File: src/rtl/spi_cmd_pkg.sv
// spi_cmd_pkg: opcodes and FSM states for
// the SPI byte-level command decoder.
package spi_cmd_pkg;

  localparam logic [7:0] CMD_CONF_WR   = 8'h2A;
  localparam logic [7:0] CMD_ADDR_WR   = 8'h2B;
  localparam logic [7:0] CMD_DATA_WR   = 8'h2C;
  localparam logic [7:0] CMD_STATUS_RD = 8'h3A;

  typedef enum logic [2:0] {
    IDLE,
    CONF,
    ADDR,
    DATA,
    STAT,
    DROP
  } state_t;

endpackage

File: src/rtl/spi_cmd_decoder.sv
// spi_cmd_decoder: opcode FSM fed by SPI byte strobes.
// Optional STATUS_RD via macro SPI_CMD_STATUS_RD_EN.
module spi_cmd_decoder
  import spi_cmd_pkg::*;
#(
  parameter int RAM_AW = 10,
  parameter int REG_N  = 4
) (
  input  logic                     clk_i,
  input  logic                     spi_rst_n,
  input  logic                     spi_byte_vld_i,
  input  logic [7:0]               spi_byte_data_i,
  input  logic [7:0]               status_i,
  output logic [7:0]               spi_byte_data_o,
  output logic                     reg_wr_en_o,
  output logic [$clog2(REG_N)-1:0] reg_wr_addr_o,
  output logic [7:0]               reg_wr_data_o,
  output logic                     ram_wr_en_o,
  output logic [RAM_AW-1:0]        ram_wr_addr_o,
  output logic [7:0]               ram_wr_data_o
);

  localparam int RW = $clog2(REG_N);

  state_t            state_q, state_d;
  logic [RAM_AW-1:0] addr_q, addr_d;
  logic [RW-1:0]     idx_q, idx_d;
  logic              abyte_q, abyte_d;
  logic [7:0]        hi_q, hi_d;

  logic              reg_en_d;
  logic [RW-1:0]     reg_addr_d;
  logic [7:0]        reg_data_d;
  logic              ram_en_d;
  logic [RAM_AW-1:0] ram_addr_d;
  logic [7:0]        ram_data_d;

`ifdef SPI_CMD_STATUS_RD_EN
  logic [7:0] tx_q, tx_d;
  assign spi_byte_data_o = tx_q;
`else
  logic unused_status;
  assign unused_status   = ^status_i;
  assign spi_byte_data_o = 8'h00;
`endif

  // Next-state, counters and registered-output values.
  always_comb begin
    state_d    = state_q;
    addr_d     = addr_q;
    idx_d      = idx_q;
    abyte_d    = abyte_q;
    hi_d       = hi_q;
    reg_en_d   = 1'b0;
    reg_addr_d = reg_wr_addr_o;
    reg_data_d = reg_wr_data_o;
    ram_en_d   = 1'b0;
    ram_addr_d = ram_wr_addr_o;
    ram_data_d = ram_wr_data_o;
`ifdef SPI_CMD_STATUS_RD_EN
    tx_d       = tx_q;
`endif
    if (spi_byte_vld_i) begin
      unique case (state_q)
        IDLE: begin
          unique case (1'b1)
            (spi_byte_data_i == CMD_CONF_WR): begin
              state_d = CONF;
              idx_d   = '0;
            end
            (spi_byte_data_i == CMD_ADDR_WR): begin
              state_d = ADDR;
              abyte_d = 1'b0;
            end
            (spi_byte_data_i == CMD_DATA_WR): begin
              state_d = DATA;
            end
`ifdef SPI_CMD_STATUS_RD_EN
            (spi_byte_data_i == CMD_STATUS_RD): begin
              state_d = STAT;
              tx_d    = status_i;
            end
`endif
            default: begin
              state_d = DROP;
            end
          endcase
        end
        CONF: begin
          reg_en_d   = 1'b1;
          reg_addr_d = idx_q;
          reg_data_d = spi_byte_data_i;
          if (idx_q == RW'(REG_N - 1)) begin
            state_d = DROP;
          end else begin
            idx_d = idx_q + RW'(1);
          end
        end
        ADDR: begin
          if (!abyte_q) begin
            hi_d    = spi_byte_data_i;
            abyte_d = 1'b1;
          end else begin
            addr_d  = RAM_AW'({hi_q, spi_byte_data_i});
            abyte_d = 1'b0;
            state_d = IDLE;
          end
        end
        DATA: begin
          ram_en_d   = 1'b1;
          ram_addr_d = addr_q;
          ram_data_d = spi_byte_data_i;
          addr_d     = addr_q + RAM_AW'(1);
        end
        STAT: begin
        end
        DROP: begin
        end
        default: begin
          state_d = DROP;
        end
      endcase
    end
  end

  // State, counters and outputs; CS release clears all.
  always_ff @(posedge clk_i or negedge spi_rst_n) begin
    if (!spi_rst_n) begin
      state_q       <= IDLE;
      addr_q        <= '0;
      idx_q         <= '0;
      abyte_q       <= 1'b0;
      hi_q          <= '0;
      reg_wr_en_o   <= 1'b0;
      reg_wr_addr_o <= '0;
      reg_wr_data_o <= '0;
      ram_wr_en_o   <= 1'b0;
      ram_wr_addr_o <= '0;
      ram_wr_data_o <= '0;
`ifdef SPI_CMD_STATUS_RD_EN
      tx_q          <= '0;
`endif
    end else begin
      state_q       <= state_d;
      addr_q        <= addr_d;
      idx_q         <= idx_d;
      abyte_q       <= abyte_d;
      hi_q          <= hi_d;
      reg_wr_en_o   <= reg_en_d;
      reg_wr_addr_o <= reg_addr_d;
      reg_wr_data_o <= reg_data_d;
      ram_wr_en_o   <= ram_en_d;
      ram_wr_addr_o <= ram_addr_d;
      ram_wr_data_o <= ram_data_d;
`ifdef SPI_CMD_STATUS_RD_EN
      tx_q          <= tx_d;
`endif
    end
  end

endmodule

File: config.mk
export PLATFORM = sky130hd
export DESIGN_NAME = spi_cmd_decoder
export DESIGN_NICKNAME = d
export VERILOG_FILES = /design/src/rtl/spi_cmd_pkg.sv /design/src/rtl/spi_cmd_decoder.sv
export SDC_FILE = /design/constraint.sdc
export NUM_CORES = 1
export LEC_CHECK = 0
export ABC_AREA = 1
export CORE_MARGIN = 4
export CORE_UTILIZATION = 50
export CTS_CLUSTER_SIZE = 24
export DETAILED_ROUTE_END_ITERATION = 10
export HOLD_SLACK_MARGIN = 0.05
export PLACE_DENSITY = 0.91
export SLEW_MARGIN = 20
export SYNTH_ARGS = -nofsm -noshare
export SYNTH_HDL_FRONTEND = slang
export SYNTH_SLANG_ARGS = --single-unit
File: constraint.sdc
create_clock -name clk_i -period 1.6 [get_ports clk_i]
set_input_delay 0.32 -clock clk_i [delete_from_list [all_inputs] [get_ports clk_i]]
set_output_delay 0.32 -clock clk_i [all_outputs]
set_load 0.01 [all_outputs]
==> results.tsv, run 1 <==
metric	value	unit
final_cell_mix	nand2_1, dfrtp_1, clkdlybuf4s50_1	
post-route-util	0.650	
placedCellCount	398	
drtIter0Drc	192	
crit_end	reg_wr_data_o[7]	
drive_gt1_frac	0.165	
dieArea	6060	um2
hold_viol_final	0	
cts_sinks	48	
coreArea	4720	um2
diodes	0	
start_kind	register	
drv_slew	0	
nNetsFinal	360	
totalPowerFinal	3.29	mW
post-route-period-util	0.970	
fin_cells	407	
fmax	645	MHz
io_buffer_count	40	
pre_cts_slack	-132	ps
syn2layout_area_growth	25.9	%
grt_pass1_wl	8800	um
ff2ff_path_depth	7	
grt_max_degree	36	
cts_tree	yes	
path_delay_family	buffers and inverters	
setup_viol	0	
leakagePower	1.47	nW
endpoint_kind	primary output	
syn_inst	283	
rsz0062_at_grt	no	
hp-class	in2async	
first_pass_iters	4	
cts_setup_buffers	0	
synth_cell_types	24	
drtAntennaViolNets	0	
outcome	completed	
cts_max_path_buffers	2	
synth_area	2440	um2
dieHeight	77.8	um
critPathBufInv	1	
h-tree-depth	2	
dr_total_vias	2049	
cp.arrival	1230	ps
cts.clk_slew.worst_paths	90	ps
cp_cell_sequence	clkdlybuf4s50_1	
crit_start	reg_wr_data_o[7]	
min_period	1550	ps
required	1280	ps
crit_fanout	2	
synth-seq-cells	48	
place_hpwl	3830	um
wl	5220	um
die_w	77.8	um
clk_latency	300	ps
max_stage_delay	550	ps
grt_pass1_vias	1971	
powerDensity	1070	nW/um2
path_depth	1	
synth_top_area_frac	0.493	
grt_overflow_total	0	
yosys.area.top_type	dfrtp_1	
ys_warn_count	0	
synth.avg_cell_area	8.62	um2
core.rowCount	25	
drcViolationCount	0	
root_buffer	clkbuf_8	
critPathKind	reg2out	
cpMaxStageDelayCell	clkdlybuf4s50_1	
vias_per_cell	5.03	
ir_worst_vdd	0.746	mV
antenna_found_initial	0	
track_usage	0.182	
synthTopCellsByArea	dfrtp_1, nand2_1, o21ai_2, nand3_1, inv_1	
reg2reg_from	state_q[0]	
fin_skew	6.31	ps
ios	57	
rrSetupSlack	150	ps
maxCapViolations	0	
yosysSeqAreaShare	0.493	
tns	0	ps
cts_made_buffers	5	
layout_commonest_cell	nand2_1	
globalplace.congestion	0.896	
wire_per_inst	12.8	um
fin_ws	48.5	ps
start_util	0.516	
r2r-end	ram_wr_data_o[7]	
## kinds of logic after synthesis
logic type,Yosys count,synth area share
simple gates,140,0.251
flops,48,0.493
compound gates,46,0.131
buf+inv,42,0.0959
mux,3,0.0139
fa+ha+maj,2,0.0103
other cells,1,0.00154
xor+xnor,1,0.00359
## area by class of cell
cell class              instances  area, um2
multi-input cells             200       1030
clock inverters                 3       42.5
well taps                      67       83.8
repair buffers                 56        533
fillers                       375       1650
clock buffers                   5       68.8
inverters                      28        110
flip-flops and latches         48       1200
## worst min-delay path by stage
| stage | from | end | slack (ps) |
|---|---|---|---|
| detailed placement | spi_rst_n | ram_wr_addr_o[0] | 270 |
| CTS | spi_rst_n | reg_wr_data_o[0] | 480 |
| global placement | spi_rst_n | ram_wr_addr_o[0] | 260 |
| finish | spi_rst_n | reg_wr_data_o[0] | 470 |
| global route | spi_rst_n | reg_wr_data_o[0] | 490 |
| floorplan | spi_rst_n | abyte_q | 20 |
## synth_stat cells (all sizes together)
master / number
inv: 28
a21oi: 6
mux2: 3
ha: 2
nand4: 3
dfrtp: 48
xor2: 1
o21ai: 30
or2: 1
o21a: 7
nor2: 24
buf: 14
o211ai: 3
nand2: 93
nand3: 19
conb: 1
## timing repair
item                                    CTS  global route
hold buffers                              1             0
gates resized for setup                   0             1
hold endpoints to repair                 14             0
endpoints found under the setup margin    0             1
## registers in the layout (all words and copies together) (netlist names)
register,flops
idx_q,2
ram_wr_data_o,8
abyte_q,1
reg_wr_addr_o,2
state_q,3
reg_wr_data_o,8
reg_wr_en_o,1
hi_q,2
addr_q,10
ram_wr_addr_o,10
ram_wr_en_o,1
## power breakdown
| part | leakage (nW) | switching, mW | internal [mW] |
|---|---|---|---|
| sequential | 0.583 | 0.137 | 1.40 |
| combinational | 0.829 | 0.389 | 0.489 |
| clock | 0.0541 | 0.413 | 0.462 |
## routing by layer
metal	wire (um)	track usage	vias to the layer above
met5	0	0	-
met4	65	0.0534	0
li1	-	-	1002
met2	2550	0.306	66
met1	2310	0.235	976
met3	287	0.0418	5
## per-stage QoR
| stage | hold WS (ps) | area (um2) |
|---|---|---|
| 6_report | 473 | 3070 |
| 5_1_grt | 492 | 3070 |
| 4_1_cts | 477 | 3070 |
| 3_5_place_dp | 272 | 2950 |
| 3_3_place_gp | 260 | 2950 |
| 2_1_floorplan | 24.4 | 2460 |
Power figures use the tool's default switching activity.
==> inputs of run 2 (changes only) <==
MAX_ROUTING_LAYER = met4   (was default)
==> run 2 against run 1 <==
Combinational power barely moved. Clock skew rose by 8.9 ps. Sequential cell count did not move. Global-route usage rose by 0.15 points. Die area did not move.
==> results.tsv, run 2 (synthesis results as in run 1) <==
metric	value	unit
dieArea	6060	um2
cp_cell_sequence	clkdlybuf4s50_1	
wl	5020	um
fillers	390	
critPathBufInv	1	
met2_usage	0.309	
cts.clk_slew.worst_paths	90	ps
ios	57	
cpMaxStageDelayCell	clkdlybuf4s50_1	
leakagePower	1.48	nW
first_pass_iters	4	
drtIter0Drc	227	
p_sw_frac	0.282	
fmax	642	MHz
cp.arrival	1240	ps
die_w	77.8	um
clk_latency	310	ps
drv_slew	0	
seq_power_share	0.469	
stdcell_area	3080	um2
diodes	0	
core.rowCount	25	
grt_pass1_vias	1934	
maxCapViolations	0	
grt_max_degree	49	
post-route-period-util	0.973	
antenna_found_initial	0	
hold_viol_final	0	
io_buffer_count	40	
reg_top3	addr_q x10, ram_wr_addr_o x10	
p_int	2.35	mW
cts_sinks	48	
wire_per_inst	12.3	um
track_usage	0.184	
start_kind	register	
layout_commonest_cell	nand2_1	
drcViolationCount	0	
post-route-util	0.651	
met1_usage	0.231	
drive_gt1_frac	0.164	
rsz0062_at_grt	no	
cts_max_path_buffers	2	
critPathKind	reg2out	
max_stage_delay	560	ps
ir_worst_vdd	0.841	mV
drtAntennaViolNets	0	
setup_viol	0	
syn2layout_area_growth	26.1	%
dr_total_vias	1966	
grt_pass1_wl	8780	um
dieHeight	77.8	um
cts_tree	yes	
min_period	1560	ps
placed_area	2950	um2
globalplace.congestion	0.975	
place_hpwl	3680	um
p_comb_frac	0.268	
use_met3	0.0325	
endpoint_kind	primary output	
nNetsFinal	361	
grt_overflow_total	0	
start_util	0.516	
powerDensity	1070	nW/um2
final_cell_mix	nand2_1, dfrtp_1, clkdlybuf4s50_1	
hp-class	reg2reg	
grt-busiest-layer	met2	
crit_fanout	2	
outcome	completed	
root_buffer	clkbuf_8	
clockPowerShare	0.263	
fin_skew	15.2	ps
cts_made_buffers	5	
h-tree-depth	2	
p_sw	926	uW
coreArea	4720	um2
required	1280	ps
path_delay_family	buffers and inverters	
vias_per_cell	4.82	
## run 2: changes by cell type in the layout (fill, tap and decap cells not counted)
cell             change
clkbuf_1             +1
buf_4                +1
clkinvlp_4           -1
dlymetal6s2s_1       +1
clkdlybuf4s50_1      -1
## run 2: stage by stage
step	setup TNS (ps)	std cells	power [mW]	hold WS [ps]	setup slack, ps
finish	0	408	3.28	484	43.1
global route	0	408	3.46	512	15.7
CTS	0	408	3.31	488	30.5
detailed placement	-1530	399	2.44	324	-68.4
global placement	-1150	399	2.41	321	-56.2
floorplan	0	290	1.99	24.4	239
## run 2: path summary, 6_finish.rpt
path	startpoint	to	slack (ps)	cells after the start
worst min register to register	ram_wr_addr_o[1]	ram_wr_addr_o[1]	480	2
max in group asynchronous	spi_rst_n	ram_wr_addr_o[4]	850	3
min in group asynchronous	spi_rst_n	ram_wr_addr_o[6]	530	3
worst max register to register	state_q[2]	reg_wr_data_o[0]	160	6
worst min-delay path	ram_wr_addr_o[1]	ram_wr_addr_o[1]	480	2
worst max-delay path	ram_wr_data_o[0]	ram_wr_data_o[0]	40	1
## run 2: cell type report
| type | instances | area (um2) | share of cell area |
|---|---|---|---|
| well taps | 67 | 83.8 | 0.0273 |
| repair buffers | 57 | 543 | 0.177 |
| multi-input cells | 200 | 1030 | 0.335 |
| inverters | 28 | 110 | 0.0358 |
| flip-flops and latches | 48 | 1200 | 0.391 |
| clock inverters | 2 | 35.0 | 0.0114 |
| clock buffers | 6 | 72.6 | 0.0236 |
## run 2: what timing repair did
item,4_1_cts,5_1_grt
hold buffers,1,0
hold endpoints to repair,48,0
gates resized for setup,0,2
setup buffers,0,0
endpoints found under the setup margin,0,2
## run 2: tightest hold or removal path, cell delays in order (launching register included)
cell and delay [ps]:
dfrtp_1 350, nand2_1 60, o21ai_2 50
## run 2: power by group through the flow
stage / logic [mW] / registers (mW) / clock network [mW]
final: 0.880 / 1.54 / 0.863
after floorplan: 0.381 / 1.61 / 0
after detailed placement: 0.884 / 1.56 / 0
after global routing: 0.969 / 1.56 / 0.924
after CTS: 0.895 / 1.54 / 0.880
after global placement: 0.864 / 1.55 / 0
## run 2: routing by layer
metal | wire, um | share of wire
met1 | 2330 | 0.46
met2 | 2400 | 0.48
met3 | 229 | 0.046
met4 | 56 | 0.011
met5 | 0 | 0
==> patch, RTL diff (flow settings as in run 2) <==
The option `SPI_CMD_STATUS_RD_EN` is turned on by a define.
--- a/src/rtl/spi_cmd_decoder.sv
+++ b/src/rtl/spi_cmd_decoder.sv
@@ -1,4 +1,6 @@
 // spi_cmd_decoder: opcode FSM fed by SPI byte strobes.
 // Optional STATUS_RD via macro SPI_CMD_STATUS_RD_EN.
+`define SPI_CMD_STATUS_RD_EN
+
 module spi_cmd_decoder
   import spi_cmd_pkg::*;
Function: changed (Yosys sat finds a counterexample within 4 cycles, from zero or initial values and one cycle with spi_rst_n low).
==> patch against run 2 <==
Area after synthesis increased by 3.6%; worst setup slack improved by 0.0012 ns; clock skew decreased by 0.0061 ns; clock power increased by 11%; global-route usage increased by 2.1 points; power increased by 1.3%; final area increased by 11%; utilization increased by 5.6 points; routed wire length increased by 15%; sequential cell count increased by 8.
==> patch: results (changes against run 2) <==
qor: detailed_routing.firstDrtPassIters 5 [+1]
qor: cells_and_area.nNetsFinal 398 [+10%]
qor: detailed_routing.postRouteWirelength 5760 µm [+15%]
qor: min_path.worstHoldEndpoint ram_wr_addr_o[5]
qor: critical_path.r2r_cells 9 [+3]
qor: synth.yosys-top-cells-area sky130_fd_sc_hd__dfrtp_1 (55%), sky130_fd_sc_hd__nand2_1 (14%), sky130_fd_sc_hd__o21ai_1 (7.7%)
qor: synth.yosysTopAreaCellShare 55.4% [+6.2 points]
qor: clock_network.ctsRootBufferMaster sky130_fd_sc_hd__clkbuf_8
qor: run_status.outcome complete, no violations
qor: synth.postSynth.topFlopCell sky130_fd_sc_hd__dfrtp_1
qor: critical_path.launch_point_of_the_worst_path ram_wr_data_o[1]
qor: sta.worst_pin_slew 0.369 ns
qor: placed_design.place.gp.congestion 0.913 [-6.3%]
qor: grt.first_pass_grt_wire_length 9640 µm [+9.7%]
qor: cells_and_area.final_layout_size_suffix_gt1_share 10.3% [-6.1 points]
qor: detailed_routing.detailroute.wirelength.met3 372 µm [+62%]
qor: placed_design.dpl.hpwl 4240 µm [+15%]
qor: cells_and_area.num_antenna_cells 0 [unchanged]
qor: sta.hold_ws 0.479 ns [-0.00523 ns]
qor: clock_network.cts-root-to-sink-buffers 2 [unchanged]
qor: grt.grt_start_max_net_pins 57 [+16%]
qor: cells_and_area.fill_cells 380 [-2.6%]
qor: clock_network.path_clk_slew 0.11 ns [+0.02 ns]
qor: critical_path.critPathMaxStageDelay 0.54 ns [-0.02 ns]
qor: critical_path.critical_path.slowest_cell sky130_fd_sc_hd__clkdlybuf4s50_1
qor: detailed_routing.first_iter_violations 125 [-45%]
qor: synth.synth_seq_area_share 55.4% [+6.2 points]
qor: sta.clock-skew-final 0.00915 ns [-0.00608 ns]
qor: placed_design.numPortBuffers 56 [+40%]
qor: detailed_routing.met2_length 2800 µm [+17%]
qor: min_path.timing.hold.worst.start ram_wr_addr_o[5]
qor: grt.grt_util_all_layers 20.5% [+2.1 points]
qor: detailed_routing.m1WireLength 2480 µm [+6.2%]
qor: power_and_ir_drop.worst_ir_drop_vdd 0.480 mV [-43%]
qor: cells_and_area.layout_top_registers addr_q: 10 flops, ram_wr_addr_o: 10 flops
qor: power_and_ir_drop.leakagePower 1.66 nW [+12%]
qor: critical_path.r2r-end state_q[1]
qor: grt.met2_track_usage_gr 33.0% [+2.1 points]
qor: critical_path.critical_path.endpoint ram_wr_data_o[1]
qor: grt.grt_pass1_vias 2128 [+10%]
qor: detailed_routing.detailroute.via_count 2197 [+12%]
qor: synth.synth_top_cells_by_count sky130_fd_sc_hd__nand2_1 (91), sky130_fd_sc_hd__dfrtp_1 (56), sky130_fd_sc_hd__o21ai_1 (39)
qor: synth.ys_types 20 [-17%]
patch: cell type report:
cell class	count	area, µm²	share of cell area [%]
Clock inverter	3	46.3	1.36
Clock buffer	5	68.8	2.02
Sequential cell	56	1400	41.1
Tap cell	67	83.8	2.46
Multi-Input combinational cell	203	936	27.5
Inverter	37	139	4.07
Timing Repair Buffer	74	733	21.5
patch: timing repair:
action / CTS / global route
resized for setup: 0 / 2
hold buffers: 1 / 0
setup endpoints to repair: 0 / 5
hold endpoints to repair: 56 / 0
patch: cell families (layout without fill, tap and decap cells):
logic type,Yosys count,in the layout,synth area share [%]
AND/OR/NAND/NOR,135,135,22.3
AO/OA/AOI/OAI,63,63,12.5
multiplexers,1,1,0.396
XOR/XNOR,2,2,0.693
flip-flops,56,56,55.4
adder cells (fa/ha/maj),2,2,0.990
buffers and inverters,45,119,7.72
patch: metrics by stage:
step | instances | worst slack [ns] | util [%] | area (µm²)
2_1_floorplan | 304 | 0.264 | - | 2530
3_3_place_gp | 436 | -0.0306 | 68.0 | 3280
3_5_place_dp | 436 | -0.0765 | 68.0 | 3280
4_1_cts | 445 | 0.0387 | 70.6 | 3400
5_1_grt | 445 | 0.00493 | 70.8 | 3410
6_report | 445 | 0.0443 | 70.8 | 3410
patch: power by group:
part           leakage (nW)  internal [mW]  switching, mW  total [mW]
logic                 0.895          0.346          0.334       0.680
clock network        0.0548          0.472          0.488       0.960
registers             0.706           1.57          0.113        1.68
total                  1.66           2.39          0.935        3.32
patch: tightest hold or removal path: cells and delay by family (launching register included):
| family | cells | cell delay [ns] |
|---|---|---|
| DFF | 1 | 0.35 |
| and+or+nand+nor | 2 | 0.10 |
